`config.mk`:
```
export PLATFORM = sky130hd
export DESIGN_NAME = mem_arbiter
export DESIGN_NICKNAME = d
export VERILOG_FILES = /design/src/rtl/mem_arbiter.sv
export SDC_FILE = /design/constraint.sdc
export NUM_CORES = 1
export LEC_CHECK = 0
export BUFFER_PORTS_ARGS = -buffer_cell sky130_fd_sc_hd__buf_2
export CORE_UTILIZATION = 46
export DETAILED_ROUTE_END_ITERATION = 8
export PLACE_DENSITY = 0.79
export SYNTH_ARGS = -nofsm -noshare
export SYNTH_HDL_FRONTEND = slang
export SYNTH_SLANG_ARGS = --single-unit
```
`constraint.sdc`:
```
create_clock -name clk -period 2.5 [get_ports clk]
set_input_delay 0.625 -clock clk [delete_from_list [all_inputs] [get_ports clk]]
set_output_delay 0.625 -clock clk [all_outputs]
set_load 0.005 [all_outputs]
```
`src/rtl/mem_arbiter.sv`:
```
// ============================================================================
// Module   : mem_arbiter
// Brief    : Two-requester (fetch / data) arbiter onto one shared memory port,
//            data-priority with a bounded run to keep fetches from starving.
// Revision : 1.0 - initial release
// ============================================================================
`default_nettype none

module mem_arbiter #(
    parameter int MAX_DM_RUN = 4
) (
    input  logic        clk,
    input  logic        reset,
    input  logic        if_req,
    input  logic [31:0] if_addr,
    output logic [31:0] if_rdata,
    output logic        if_ack,
    input  logic        dm_req,
    input  logic        dm_we,
    input  logic [31:0] dm_addr,
    input  logic [31:0] dm_wdata,
    output logic [31:0] dm_rdata,
    output logic        dm_ack,
    output logic        mem_en,
    output logic        mem_we,
    output logic [31:0] mem_addr,
    output logic [31:0] mem_wdata,
    input  logic [31:0] mem_rdata,
    input  logic        mem_ready,
    output logic        busy
);

    localparam int             RUN_W   = $clog2(MAX_DM_RUN + 1);
    localparam logic [RUN_W-1:0] RUN_MAX = RUN_W'(MAX_DM_RUN);

    localparam logic [1:0] S_IDLE   = 2'd0;
    localparam logic [1:0] S_IF_ACC = 2'd1;
    localparam logic [1:0] S_DM_ACC = 2'd2;
    localparam logic [1:0] S_RESP   = 2'd3;

    logic [1:0]       state;
    logic [1:0]       state_nxt;
    logic [RUN_W-1:0] dm_run;
    logic             sel_dm;
    logic             acc_we;
    logic             starving;
    logic             grant_dm;
    logic             grant_if;
    logic             in_access;

    // Data wins ties unless a waiting fetch has already sat out a full run.
    always_comb begin
        starving  = if_req && (dm_run == RUN_MAX);
        grant_dm  = (state == S_IDLE) && dm_req && !starving;
        grant_if  = (state == S_IDLE) && !grant_dm && if_req;
        in_access = (state == S_IF_ACC) || (state == S_DM_ACC);
    end

    always_ff @(posedge clk or negedge reset) begin
        if (!reset) state <= S_IDLE;
        else        state <= state_nxt;
    end

    always_comb begin
        state_nxt = state;
        case (state)
            S_IDLE: begin
                if (grant_dm)      state_nxt = S_DM_ACC;
                else if (grant_if) state_nxt = S_IF_ACC;
            end
            S_IF_ACC, S_DM_ACC: begin
                if (mem_ready) state_nxt = S_RESP;
            end
            default: state_nxt = S_IDLE;
        endcase
    end

    always_comb begin
        mem_en = in_access;
        mem_we = (state == S_DM_ACC) && acc_we;
        if_ack = (state == S_RESP) && !sel_dm;
        dm_ack = (state == S_RESP) && sel_dm;
        busy   = (state != S_IDLE);
    end

    // Access attributes are latched at grant so the memory sees a stable request.
    always_ff @(posedge clk or negedge reset) begin
        if (!reset) begin
            dm_run    <= '0;
            sel_dm    <= 1'b0;
            acc_we    <= 1'b0;
            mem_addr  <= '0;
            mem_wdata <= '0;
            if_rdata  <= '0;
            dm_rdata  <= '0;
        end else begin
            if (grant_dm) begin
                sel_dm    <= 1'b1;
                acc_we    <= dm_we;
                mem_addr  <= dm_addr;
                mem_wdata <= dm_wdata;
                if (dm_run != RUN_MAX) dm_run <= dm_run + 1'b1;
            end else if (grant_if) begin
                sel_dm    <= 1'b0;
                acc_we    <= 1'b0;
                mem_addr  <= if_addr;
                mem_wdata <= '0;
                dm_run    <= '0;
            end
            if (in_access && mem_ready) begin
                if (state == S_IF_ACC) if_rdata <= mem_rdata;
                else if (!acc_we)      dm_rdata <= mem_rdata;
            end
        end
    end

endmodule

`default_nettype wire

```
======== Word level (Yosys, flattened, before mapping) ========
Cells that the tools add are included.
operators by class
  add/subtract/negate cells ............... 1
  equal/unequal tests ..................... 8
  mux-type cells .......................... 14
  bitwise gates (word level) .............. 2
  reductions and logical operators ........ 21
operators by type and width
  kind                                           count
  two-way mux 32 bit                             4
  logical AND 1 bit                              9
  two-way mux 3 bit                              3
  two-way mux 2 bit                              3
  != test 3 bit, second input constant           2
  AND reduction 2 bit                            3
  == test 2 bit, second input constant           2
  one-hot mux 2 bit (2 select lines)             1
  nonzero test 2 bit                             2
  adder 3 x 1 -> 3 bit, second input constant    1
  == test 3 bit, second input constant           1
  logical NOT 1 bit                              3
  two-way mux 1 bit                              3
  AND reduction 3 bit                            1
  == test 2 x 1 -> 1 bit, second input constant  1
  logical NOT 2 bit                              1
  != test 2 x 1 -> 1 bit, second input constant  1
  != test 2 bit, second input constant           1
  NOT 1 bit                                      2
  OR reduction 2 bit                             1
  logical OR 1 bit                               1
word-level totals
  register bits ........................... 135
  input bits .............................. 134

======== Depth between registers and ports, before layout ========
Gate-level depths: netlist (run 1).
  word-level depth ........................ 10
  gate-level depth with buffers ........... 7

======== Worst setup path after synthesis (run 1) ========
Ideal clock, no wire load.
  path type ............................... register -> register
  start ................................... register state[0]
  end ..................................... register dm_rdata[0]
  library setup time ...................... 0.128 ns
  data arrival time ....................... 1.689 ns
  setup slack ............................. 0.683 ns
  cell stages (with the launch flop) ...... 7
  buffers on the path ..................... 1
  period minus slack after synthesis ...... 1.817 ns
  path through ............................ dfrtp_1 -> inv_1 -> ha_1 -> nand2_1 -> nor3_2 -> buf_4 -> mux2_1
on the way
  word-level cells in the longest chain between the ends .. 4
  elaborated cells between the ends (all ways) .. 6
ends and longest elaborated chain
  what                                                            RTL line  RTL
  start: declaration                                              41        logic [1:0] state;
  start signal: assignment                                        61        else state <= state_nxt;
  == test 2 x 1 -> 1 bit / == test 2 bit (equally long branches)  56        in_access = (state == S_IF_ACC) || (state == S_DM_ACC);
  logical OR 1 bit *                                              56
  via mem_en                                                      24        output logic mem_en,
  logical AND 1 bit *                                             110       if (in_access && mem_ready) begin
  AND reduction 3 bit (no source line) *                          n/a
  end signal: assignment                                          112       else if (!acc_we) dm_rdata <= mem_rdata;
  end: declaration                                                22        output logic [31:0] dm_rdata,
Mark *: on every way through the listed nets, which the timed path passes. The rest lies on a longest branch.
A chain may end at the register's enable or synchronous reset.

======== Final worst setup path (run 1) ========
  start ................................... register state[0]
  end ..................................... output busy
on the way
  word-level cells in the longest chain between the ends .. 1
ends and longest elaborated chain
  what                RTL line  RTL
  nonzero test 2 bit  83        busy = (state != S_IDLE);
  end: declaration    30        output logic busy
No other way between the ends.

==> results of run 1 <==
[metal layers]
metal / vias to the layer above / part of all wire, % / wire length [um] / global-route usage, %
met1: 2183 / 44 / 6010 / 29.3
met3: 12 / 6.7 / 908 / 6.10
met4: 0 / 1.1 / 153 / 7.47
met2: 204 / 48 / 6560 / 36.8
met5: - / 0 / 0 / 0
li1: 2103 / - / - / -
[kinds of logic after synthesis]
logic type,count (synthesis),share of synthesized area [%]
flops,135,60.1
compound gates,113,15.7
buf+inv,68,5.27
simple gates,52,4.54
fa+ha+maj,7,1.56
mux,64,12.8
[cell usage in the layout (no fill, tap or decap), drive strengths merged]
cell,netlist,routed
buf,23,275
o21ai,4,4
nor2,1,1
nand2b,2,2
clkinv,0,1
ha,7,7
o31ai,1,1
and2,3,3
a21oi,1,1
o21a,1,1
clkbuf,8,18
inv,37,42
o21bai,1,1
a21o,1,1
nor3b,1,1
dfrtp,135,135
bufinv,0,5
nor2b,5,5
o31a,1,1
a22o,34,34
o211ai,65,65
o41ai,1,1
mux2,64,64
o22a,1,1
nand2,36,36
a21boi,1,1
clkinvlp,0,2
and3,2,2
nor3,1,1
or3b,1,1
a32o,1,1
[sequential cells by signal (all words and copies together) (netlist names)]
signal,flops
mem_addr,32
dm_rdata,32
state,2
acc_we,1
if_rdata,32
sel_dm,1
dm_run,3
mem_wdata,32
[power breakdown]
group / internal (uW) / total (uW) / switching, uW / leakage, uW
Combinational: 1920 / 3720 / 1800 / 0.00204
Sequential: 3270 / 3840 / 576 / 0.00163
Clock: 1780 / 2740 / 957 / 0.000308
[per-stage QoR]
step | hold slack (ns) | util (%) | worst slack (ns) | power (uW) | instances
global route | 0.107 | 64.9 | 0.110 | 11000 | 861
detailed placement | 0.469 | 59.5 | 0.446 | 7610 | 830
CTS | 0.0935 | 64.9 | 0.228 | 10400 | 861
floorplan | 0.329 | - | 0.683 | 5870 | 439
finish | 0.100 | 64.9 | 0.262 | 10300 | 861
global placement | 0.462 | 59.5 | 0.526 | 7430 | 830
[synthesized netlist by cell type (all sizes together)]
cell type | number | share of area, %
o41ai | 1 | 0.16
a32o | 1 | 0.18
a21oi | 1 | 0.089
inv | 37 | 2.5
and2 | 3 | 0.33
buf | 23 | 2.3
dfrtp | 135 | 60
a21boi | 1 | 0.13
mux2 | 64 | 13
o21a | 1 | 0.13
or3b | 1 | 0.16
o22a | 1 | 0.16
o31a | 1 | 0.16
nor3b | 1 | 0.13
a21o | 1 | 0.13
nor3 | 1 | 0.18
o21ai | 4 | 0.36
nand2b | 2 | 0.36
nand2 | 36 | 2.4
and3 | 2 | 0.22
o31ai | 1 | 0.13
o211ai | 65 | 8.7
ha | 7 | 1.6
nor2b | 5 | 0.56
nor2 | 1 | 0.20
o21bai | 1 | 0.13
clkbuf | 8 | 0.53
a22o | 34 | 5.3
[worst min-delay path by stage]
stage                        end         start  slack (ns)
floorplan                 acc_we         reset        0.33
global placement    dm_rdata[31]  dm_rdata[31]        0.46
detailed placement  dm_rdata[19]  dm_rdata[19]        0.47
finish              dm_rdata[27]         reset        0.10
global route        if_rdata[21]         reset        0.11
CTS                 dm_rdata[27]         reset        0.09
[final cells by class]
class | count | area [um^2]
clock inverter | 13 | 218
sequential | 135 | 3380
timing repair buffer | 275 | 1460
inverter | 37 | 139
multi-input combinational | 236 | 1970
tap | 147 | 184
clock buffer | 18 | 429
fill | 924 | 4190
==> impl_metrics.yaml, run 1 <==
status:
  outcome: "complete, no violations"
synthesis:
  yosys_warnings: 0
  synthCells: 439
  yosysUniqueCellTypes: 32
  syn_area_per_cell_um2: 12.8
  synth_area_um2: 5620
  synth-seq-cells: 135
  ys_seq_area_share_pct: 60.1
  synth_nets: 580
sta:
  max-slew-margin-rel_pct: 41.0
  setup_tns_ns: 0
  finalCriticalPeriod_ns: 2.24
  max_freq_mhz: 447
  hold_viol: 0
  slew_viol_final: 0
  period_share_pct: 89.5
  finClkSkew_ns: 0.00810
  setup_violations: 0
  worst_pin_slew_ns: 0.881
  rsz0062_at_grt: "false"
clocking:
  cts_max_level: 4
  clk_latency_ns: 0.40
  cts_buffers: 17
  clk_path_buf_depth: 2
  root_buffer: "clkbuf_16"
  clock-sinks: 135
  post-cts-setup-buffers: 0
  cts_hold_buffers: 0
  cts-resized-gates: 0
  cts_tree: "built"
  path_clk_slew_ns: 0.06
placement:
  dpl_cell_area_um2: 7120
  place_congestion: 0.783
  hpwlAfterDp_um: 9700
  port-buffer-count: 266
worst_hold_path:
  hp-class: "input port to asynchronous set/reset pin"
detailed_routing:
  antenna_left: 0
  drt_iter0_drc: 243
  dr.pass1.iters: 4
  drc: 0
  routed_wl_um: 13600
  dr_total_vias: 4502
  drt-wirelength-per-cell_um: 15.8
  vias_per_cell: 5.23
critical_path:
  crit_path_start_kind: "flip-flop"
  r2r_slack_ns: 0.47
  max_stage_delay_ns: 0.45
  r2r-start: "state[0]"
  crit_chain: "inv_1 -> ha_1 -> inv_1 -> buf_2"
  cp-startpoint: "state[0]"
  crit_arrival_ns: 1.61
  path_depth: 4
  cpMostUsedCell: "inv_1"
  cp_max_fo: 13
  endpoint_kind: "output pin"
  crit_family: "adder cells"
  cp.required_ns: 1.88
  rr_endpoint: "dm_rdata[25]"
  slowest_stage: "ha_1"
  worst-r2r-cell-count: 6
  critical_path.endpoint: "busy"
  crit_type: "flip-flop to output pin"
  worst-path-buf-inv: 3
global_routing:
  grt_pass1_wl_um: 22800
  grt_max_degree: 56
  grt_usage_pct: 22.6
  antenna_found_initial: 0
  grt_pass1_vias: 4586
  grt_overflow: 0
floorplan:
  die_h_um: 113
  num_rows: 40
  ios: 267
  die_w_um: 113
  start_util_pct: 47.0
  die-area_um2: 12700
  core_area_um2: 12000
final_layout:
  antenna_cells: 0
  drive_gt1_share_pct: 48.0
  area_growth_pct: 38.2
  nets: 843
  stdcell_area_um2: 7770
pwr:
  p_per_area_nw_per_um2: 1330
  vdd.ir_drop.worst_uv: 599
  leakage_uw: 0.00398
job:
  drv_cap: 0
Power figures use the tool's default switching activity.
==> inputs of run 2 (changes only) <==
clock period = 2.27 ns   (was 2.5 ns; I/O delays follow)
==> run 2 against run 1 <==
  * Sequential cell count unchanged
  * Global-route usage down 0.12 points
  * Worst setup slack worse by 0.060 ns
  * Sequential share of layout area up 0.35 points
  * Utilization down 0.51 points
  * Critical path type unchanged
  * Die area unchanged
  * Cell count up 0.23%
  * Critical path depth down 1
  * Highest routed layer unchanged
  * Via count up 0.24%
==> impl_metrics.yaml, run 2 (synthesized netlist as in run 1, its figures left out) <==
placement:
  port-buffer-count: 266
  place_congestion: 0.801
  hpwlAfterDp_um: 9910
  dpl_cell_area_um2: 7130
detailed_routing:
  dr.pass1.iters: 4
  antenna_left: 0
  dr_total_vias: 4513
  drc: 0
  vias_per_cell: 5.23
  routed_wl_um: 13700
  drt_iter0_drc: 246
  drt-wirelength-per-cell_um: 15.9
floorplan:
  die_h_um: 113
  core_area_um2: 12000
  die-area_um2: 12700
  num_rows: 40
  start_util_pct: 47.0
  ios: 267
  die_w_um: 113
global_routing:
  grt_pass1_vias: 4565
  antenna_found_initial: 0
  grt_pass1_wl_um: 22300
  grt_usage_pct: 22.5
  grt_overflow: 0
  grt_max_degree: 51
clocking:
  clk_latency_ns: 0.41
  clk_path_buf_depth: 2
  cts_buffers: 17
  path_clk_slew_ns: 0.06
  cts_tree: "built"
  cts-resized-gates: 0
  post-cts-setup-buffers: 0
  clock-sinks: 135
  cts_max_level: 4
  cts_hold_buffers: 0
  root_buffer: "clkbuf_16"
pwr:
  p_per_area_nw_per_um2: 1430
  leakage_uw: 0.00396
  vdd.ir_drop.worst_uv: 769
final_layout:
  stdcell_area_um2: 7710
  drive_gt1_share_pct: 47.8
  area_growth_pct: 37.1
  layout_commonest_cell: "buf_2"
  final_cell_mix: "buf_2, dfrtp_1, o211ai_1"
  antenna_cells: 0
  n_fill_cell: 918
  nets: 844
sta:
  period_share_pct: 91.1
  max-slew-margin-rel_pct: 47.1
  finClkSkew_ns: 0.00615
  worst_pin_slew_ns: 0.791
  max_freq_mhz: 484
  slew_viol_final: 0
  hold_viol: 0
  setup_violations: 0
  setup_tns_ns: 0
  rsz0062_at_grt: "false"
  finalCriticalPeriod_ns: 2.07
critical_path:
  crit_family: "flip-flops"
  crit_chain: "inv_1 -> ha_1 -> buf_2"
  crit_type: "flip-flop to output pin"
  slowest_stage: "dfrtp_1"
  worst-path-buf-inv: 2
  cp.required_ns: 1.70
  r2r_slack_ns: 0.29
  cp_max_fo: 7
  endpoint_kind: "output pin"
  crit_path_start_kind: "flip-flop"
  max_stage_delay_ns: 0.43
  crit_arrival_ns: 1.50
worst_hold_path:
  hp-class: "input port to asynchronous set/reset pin"
status:
  outcome: "complete, no violations"
job:
  drv_cap: 0
-- run 2: routing by layer --
layer  global-route usage (%)  up-vias  routed length [um]
li1                         -     2102                   -
met1                     28.5     2168                5890
met2                     36.2      213                6550
met3                     6.26       30                1000
met4                     9.60        0                 295
met5                        0        -                   0
-- run 2: final timing paths --
path                                endpoint         start  depth (start not counted)
worst max-delay path                  mem_en      state[1]                          3
worst min-delay path            if_rdata[27]         reset                          1
worst max register to register   dm_rdata[9]      state[1]                          6
worst min register to register  dm_rdata[30]  dm_rdata[30]                          1
max in group asynchronous        dm_rdata[5]         reset                          2
min in group clk                mem_wdata[8]   dm_wdata[8]                          2
-- run 2: report_power, final --
part | internal, uW | switching (uW) | leakage [uW]
Sequential | 3600 | 625 | 0.00163
Clock | 1700 | 972 | 0.000284
Combinational | 2120 | 2010 | 0.00204
-- run 2: worst reg2reg max path, delay by kind of cell (launching register included) --
kind	cells	cell delay (ns)
DFF	1	0.43
adders and majority gates	1	0.40
muxes	1	0.37
buffers and inverters	2	0.33
and+or+nand+nor	2	0.33
-- run 2: per-stage QoR --
stage                     hold slack [ns]  total power (uW)  utilization [%]  setup slack, ns  std cells
after global routing                0.108             11700             64.4           0.0790        863
after floorplan                     0.272              6470                -            0.453        439
final                              0.0959             11000             64.4            0.202        863
after global placement              0.461              8180             59.6            0.356        831
after CTS                          0.0957             11100             64.4            0.178        863
after detailed placement            0.470              8400             59.6            0.306        831
-- run 2: area by class of cell --
cell class	instances	area, um^2	share of cell area, %
clock buffer	24	482	6.25
clock inverter	8	96.3	1.25
inverter	37	139	1.80
multi-input combinational	236	1970	25.5
sequential	135	3380	43.8
tap	147	184	2.39
timing repair buffer	276	1460	19.0
